`src/rtl/ble_in_route_rx_if.sv`:
```
// Bundle of configuration-chain and routing-wire signals for ble_in_route_rx.
// master drives the chain and the wires; slave is the routing block.
interface ble_in_route_rx_if #(
    parameter int NUM_IN = 4
);
    logic              cfg_en;
    logic              cfg_din;
    logic              cfg_dout;
    logic              cfg_commit;
    logic              cfg_reject;
    logic              cfg_valid;
    logic [NUM_IN-1:0] left_in;
    logic [NUM_IN-1:0] up_in;
    logic [NUM_IN-1:0] right_in;
    logic [NUM_IN-1:0] down_in;
    logic [NUM_IN-1:0] ble_in;
    logic              route_err;

    modport master (
        output cfg_en, cfg_din, cfg_commit, left_in, up_in, right_in, down_in,
        input  cfg_dout, cfg_reject, cfg_valid, ble_in, route_err
    );

    modport slave (
        input  cfg_en, cfg_din, cfg_commit, left_in, up_in, right_in, down_in,
        output cfg_dout, cfg_reject, cfg_valid, ble_in, route_err
    );
endinterface

```
`src/rtl/ble_in_route_rx.sv`:
```
// Receive-side BLE input routing switch with a serial shadow/active mask chain.
// Define ROUTE_CONFLICT_CHK_EN to build the sticky multi-hot mask detector (route_err).
module ble_in_route_rx #(
    parameter int NUM_IN = 4
) (
    input logic              clk,
    input logic              rst,
    ble_in_route_rx_if.slave bus
);
    localparam int CFG_W = 4 * NUM_IN;
    localparam int CNT_W = $clog2(CFG_W + 1);
    localparam logic [CNT_W-1:0] CNT_FULL = CNT_W'(CFG_W);

    typedef enum logic [1:0] {
        UNCFG,
        LOAD,
        FULL
    } state_e;

    state_e            state_q, state_d;
    logic [CFG_W-1:0]  shadow_q, shadow_d;
    logic [CFG_W-1:0]  active_q, active_d;
    logic [CNT_W-1:0]  count_q, count_d;
    logic              valid_q, valid_d;
    logic              reject_q, reject_d;
    logic [NUM_IN-1:0] ble_q, ble_d;
    logic              commit_ok;

    // Fixed priority left > up > right > down; an all-zero mask leaves the input at 0.
    function automatic logic route_sel(input logic [3:0] mask, input logic l, input logic u,
                                       input logic r, input logic d);
        if (mask[0])      return l;
        else if (mask[1]) return u;
        else if (mask[2]) return r;
        else if (mask[3]) return d;
        else              return 1'b0;
    endfunction

    always_comb begin
        // NOTE: every _d gets a default first so no path through this block infers a latch.
        state_d  = state_q;
        shadow_d = shadow_q;
        active_d = active_q;
        count_d  = count_q;
        valid_d  = valid_q;

        commit_ok = bus.cfg_commit && !bus.cfg_en && (state_q == FULL);
        reject_d  = bus.cfg_commit && !commit_ok;

        if (bus.cfg_en) begin
            shadow_d = {shadow_q[CFG_W-2:0], bus.cfg_din};
            count_d  = (count_q == CNT_FULL) ? CNT_FULL : count_q + CNT_W'(1);
            state_d  = (count_d == CNT_FULL) ? FULL : LOAD;
        end

        // A commit only lands when no shift competes with it, so active never sees a partial word.
        if (commit_ok) begin
            active_d = shadow_q;
            valid_d  = 1'b1;
            count_d  = '0;
            state_d  = UNCFG;
        end

        for (int i = 0; i < NUM_IN; i++) begin
            ble_d[i] = valid_q && route_sel(active_q[4*i +: 4], bus.left_in[i], bus.up_in[i],
                                            bus.right_in[i], bus.down_in[i]);
        end
    end

    // NOTE: sequential state is written only with non-blocking assignments.
    always_ff @(posedge clk or posedge rst) begin
        if (rst) begin
            state_q  <= UNCFG;
            shadow_q <= '0;
            active_q <= '0;
            count_q  <= '0;
            valid_q  <= 1'b0;
            reject_q <= 1'b0;
            ble_q    <= '0;
        end else begin
            state_q  <= state_d;
            shadow_q <= shadow_d;
            active_q <= active_d;
            count_q  <= count_d;
            valid_q  <= valid_d;
            reject_q <= reject_d;
            ble_q    <= ble_d;
        end
    end

`ifdef ROUTE_CONFLICT_CHK_EN
    logic err_q, err_d;

    // Sticky: only reset clears it, a later clean commit leaves it set.
    always_comb begin
        err_d = err_q;
        for (int i = 0; i < NUM_IN; i++) begin
            if (valid_q && ((active_q[4*i +: 4] & (active_q[4*i +: 4] - 4'd1)) != 4'd0)) begin
                err_d = 1'b1;
            end
        end
    end

    always_ff @(posedge clk or posedge rst) begin
        if (rst) err_q <= 1'b0;
        else     err_q <= err_d;
    end

    assign bus.route_err = err_q;
`else
    assign bus.route_err = 1'b0;
`endif

    assign bus.cfg_dout   = shadow_q[CFG_W-1];
    assign bus.cfg_reject = reject_q;
    assign bus.cfg_valid  = valid_q;
    assign bus.ble_in     = ble_q;
endmodule

```
`src/flat_wrapper.sv`:
```
// flat-port wrapper written by rule: the top's interface ports become plain ports
module ble_in_route_rx_flat 
#(
    parameter int NUM_IN = 4
)
  (clk, rst, bus_cfg_en, bus_cfg_din, bus_cfg_commit, bus_left_in, bus_up_in, bus_right_in, bus_down_in, bus_cfg_dout, bus_cfg_reject, bus_cfg_valid, bus_ble_in, bus_route_err);
  ble_in_route_rx_if #(.NUM_IN(NUM_IN)) bus_i ();
  input logic clk;
  input logic rst;
  input wire logic [$bits(bus_i.cfg_en)-1:0] bus_cfg_en;
  input wire logic [$bits(bus_i.cfg_din)-1:0] bus_cfg_din;
  input wire logic [$bits(bus_i.cfg_commit)-1:0] bus_cfg_commit;
  input wire logic [$bits(bus_i.left_in)-1:0] bus_left_in;
  input wire logic [$bits(bus_i.up_in)-1:0] bus_up_in;
  input wire logic [$bits(bus_i.right_in)-1:0] bus_right_in;
  input wire logic [$bits(bus_i.down_in)-1:0] bus_down_in;
  output wire logic [$bits(bus_i.cfg_dout)-1:0] bus_cfg_dout;
  output wire logic [$bits(bus_i.cfg_reject)-1:0] bus_cfg_reject;
  output wire logic [$bits(bus_i.cfg_valid)-1:0] bus_cfg_valid;
  output wire logic [$bits(bus_i.ble_in)-1:0] bus_ble_in;
  output wire logic [$bits(bus_i.route_err)-1:0] bus_route_err;
  assign bus_i.cfg_en = bus_cfg_en;
  assign bus_i.cfg_din = bus_cfg_din;
  assign bus_i.cfg_commit = bus_cfg_commit;
  assign bus_i.left_in = bus_left_in;
  assign bus_i.up_in = bus_up_in;
  assign bus_i.right_in = bus_right_in;
  assign bus_i.down_in = bus_down_in;
  assign bus_cfg_dout = bus_i.cfg_dout;
  assign bus_cfg_reject = bus_i.cfg_reject;
  assign bus_cfg_valid = bus_i.cfg_valid;
  assign bus_ble_in = bus_i.ble_in;
  assign bus_route_err = bus_i.route_err;
  ble_in_route_rx #(.NUM_IN(NUM_IN)) u_core (.clk(clk), .rst(rst), .bus(bus_i));
endmodule
```
`config.mk`:
```
export PLATFORM = sky130hd
export DESIGN_NAME = ble_in_route_rx_flat
export DESIGN_NICKNAME = d
export VERILOG_FILES = /design/src/rtl/ble_in_route_rx_if.sv /design/src/rtl/ble_in_route_rx.sv /design/src/flat_wrapper.sv
export SDC_FILE = /design/constraint.sdc
export NUM_CORES = 1
export LEC_CHECK = 0
export BUFFER_PORTS_ARGS = -buffer_cell sky130_fd_sc_hd__buf_4
export CAP_MARGIN = 20
export CELL_PAD_IN_SITES_DETAIL_PLACEMENT = 0
export CELL_PAD_IN_SITES_GLOBAL_PLACEMENT = 1
export CORE_MARGIN = 2
export CORE_UTILIZATION = 49
export DETAILED_ROUTE_END_ITERATION = 6
export MAX_ROUTING_LAYER = met4
export PLACE_DENSITY = 0.82
export SLEW_MARGIN = 20
export SYNTH_ARGS = -nofsm -noshare
export SYNTH_HDL_FRONTEND = slang
export SYNTH_SLANG_ARGS = --single-unit
```
`constraint.sdc`:
```
create_clock -name clk -period 2.5 [get_ports clk]
set_input_delay 0.125 -clock clk [delete_from_list [all_inputs] [get_ports clk]]
set_output_delay 0.125 -clock clk [all_outputs]
set_load 0.02 [all_outputs]
```
==> impl_metrics.json <==
{
  "p_leak_uw": 0.00109,
  "ys_ff_latch": 45,
  "worst_pin_slew_ns": 0.557,
  "pre_cts_ws_ns": 0.800,
  "hold_viol_final": 0,
  "multiInputGateArea_um2": 744,
  "die_w_um": 67.0,
  "nets": 192,
  "root_buffer": "clkbuf_8",
  "antenna_found_initial": 0,
  "final_cell_mix": "45 x dfrtp_1, 34 x mux2_2, 29 x buf_4",
  "layout_commonest_cell": "dfrtp_1",
  "drt_iter0_drc": 34,
  "arrival_ns": 1.85,
  "drt_wl_total_um": 3130,
  "clock_sinks": 45,
  "yosys_warnings": 0,
  "clock.fmax_ghz": 0.597,
  "cts_tree": "yes",
  "io_buffers": 27,
  "drive_above_1_share": 0.435,
  "cp-start-kind": "flip-flop",
  "clock_latency_ns": 0.29,
  "synth_nets": 161,
  "crit_path_max_fanout": 4,
  "areaGrowthSynthToFinish_pct": 16.5,
  "syn-mean-instance-area_um2": 14.1,
  "period_minus_slack_ns": 1.68,
  "tns_ns": 0,
  "core_region_area_um2": 3740,
  "hp-class": "input port to flip-flop",
  "max_slew_margin": 0.629,
  "drv_cap": 0,
  "drv_slew": 0,
  "postLayoutSetupSlackWorst_ns": 0.824,
  "dieHeight_um": 67.0,
  "cts.htree.levels": 2,
  "start_util": 0.520,
  "post_drt_via_cell_ratio": 5.32,
  "grt_max_degree": 46,
  "num_vias": 1159,
  "drc": 0,
  "grt-ovfl-total": 0,
  "synth_cells": 138,
  "crit_chain": "inv_1, ha_1, nor4bb_1, a31oi_1, o32a_1",
  "powerDensity_nw_per_um2": 785,
  "required_ns": 2.68,
  "final-setup-viol-count": 0,
  "wl_per_cell_um": 14.3,
  "max_stage_delay_ns": 0.44,
  "outcome": "finished clean",
  "synthDominantCellAreaShare": 0.578,
  "cts_resized": 0,
  "path_clk_slew_ns": 0.08,
  "gp_congestion": 0.713,
  "grt_pass1_vias": 1203,
  "die-area_um2": 4490,
  "antenna-diode-count": 0,
  "pin_count": 29,
  "r2r_setup_slack_ns": 0.82,
  "numCtsBuffers": 5,
  "post-route-period-util": 0.670,
  "yosysTopAreaCell": "dfrtp_1",
  "syn-cell-area_um2": 1950,
  "place_hpwl_um": 2300,
  "synthTopCellsByArea": "dfrtp_1 58%, mux2_2 20%, nor2b_1 3.2%, a221oi_1 1.8%, o41ai_1 1.8%",
  "dr.pass1.iters": 4,
  "cp_slowest_cell": "nor4bb_1",
  "final_antenna_net_count": 0,
  "rows": 22,
  "fillers": 329,
  "clockBufferDepth": 2,
  "yosysSeqAreaShare": 0.578,
  "crit_path_end_kind": "flip-flop",
  "crit_type": "flip-flop to flip-flop",
  "grt_setup_unrepaired": "no",
  "synth_cell_type_count": 30,
  "peakVddDrop_mv": 0.382,
  "grt_pass1_wl_um": 5580,
  "fin_skew_ns": 0.00589,
  "regArea_um2": 1130,
  "grt.total_usage": 0.172
}
==> synthesized netlist by cell type (all sizes together) <==
master / instances
o31ai: 1
nand2b: 1
nand2: 1
a21bo: 1
nor2: 1
a221oi: 4
buf: 5
o32a: 1
clkbuf: 1
a211o: 1
o31a: 1
conb: 1
a22o: 1
nor2b: 10
or2: 1
ha: 2
mux2: 34
nand3: 6
nor3b: 1
xnor2: 2
nor4bb: 3
a221o: 1
inv: 7
o41ai: 4
dfrtp: 45
a21o: 1
a31oi: 1
==> sequential cells by signal, indices dropped and copies added, names as in the netlist <==
name	flops
u_core.count_q	5
u_core.active_q	16
u_core.shadow_q	16
u_core.bus.cfg_reject	1
u_core.bus.cfg_valid	1
u_core.state_q	2
u_core.bus.ble_in	4
==> cell families after synthesis <==
| logic type | count (synthesis) | synth area share |
|---|---|---|
| xor gates and xnor gates | 2 | 0.00900 |
| adders and majority gates | 2 | 0.0129 |
| buffers and inverters | 13 | 0.0392 |
| other | 1 | 0.00193 |
| DFF | 45 | 0.578 |
| muxes | 34 | 0.197 |
| AOI/OAI and AO/OA | 17 | 0.0758 |
| and+or+nand+nor | 24 | 0.0861 |
==> final cells by class <==
class	count	area share
repair buffers	30	0.100
clock buffers	6	0.0320
clock inverters	2	0.00442
multi-input cells	80	0.328
flip-flops and latches	45	0.497
well taps	48	0.0265
inverters	7	0.0116
==> power breakdown <==
| group | internal (uW) | leakage (uW) | total (uW) | switching, uW |
|---|---|---|---|---|
| logic | 213 | 0.000465 | 353 | 140 |
| registers | 877 | 0.000581 | 1010 | 134 |
| clock network | 194 | 0.0000450 | 416 | 222 |
| total | 1280 | 0.00109 | 1780 | 496 |
==> path summary, 6_finish.rpt <==
path	start	endpoint	cells past startpoint
setup / recovery	u_core.count_q[0]	u_core.state_q[0]	5
hold / removal	bus_left_in[0]	u_core.bus.ble_in[0]	3
max in group asynchronous	rst	u_core.shadow_q[12]	4
hold reg to reg	u_core.active_q[0]	u_core.bus.ble_in[0]	1
min in group asynchronous	rst	u_core.shadow_q[2]	4
setup reg to reg	u_core.count_q[0]	u_core.state_q[0]	5
==> worst max-delay path, delay by kind of cell (launching register included) <==
| kind | cells | cell delay [ns] |
|---|---|---|
| flip-flops | 1 | 0.41 |
| adder cells (fa/ha/maj) | 1 | 0.14 |
| AO/OA/AOI/OAI | 2 | 0.48 |
| buffers and inverters | 1 | 0.10 |
| AND/OR/NAND/NOR | 1 | 0.44 |
==> timing repair <==
| action | in CTS | in global routing |
|---|---|---|
| setup buffers | 0 | 0 |
| hold endpoints to repair | 45 | 0 |
| hold buffers | 1 | 0 |
==> per-layer routing <==
| layer | global-route usage | share of wire | up-vias |
|---|---|---|---|
| met1 | 0.218 | 0.44 | 573 |
| met4 | 0.0536 | 0.016 | 0 |
| li1 | - | - | 561 |
| met3 | 0.0473 | 0.049 | 5 |
| met5 | - | 0 | - |
| met2 | 0.270 | 0.49 | 20 |
==> stage by stage <==
| stage | cells | util | total power, uW | instance area, um^2 | hold slack (ns) |
|---|---|---|---|---|---|
| 2_1_floorplan | 138 | - | 1260 | 1950 | 0.247 |
| 3_3_place_gp | 209 | 0.581 | 1360 | 2170 | 0.299 |
| 3_5_place_dp | 209 | 0.581 | 1390 | 2170 | 0.309 |
| 4_1_cts | 218 | 0.606 | 1810 | 2270 | 0.0520 |
| 5_1_grt | 218 | 0.606 | 1900 | 2270 | 0.0634 |
| 6_report | 218 | 0.606 | 1780 | 2270 | 0.0571 |
No activity file was read; power rests on OpenSTA's default activity.
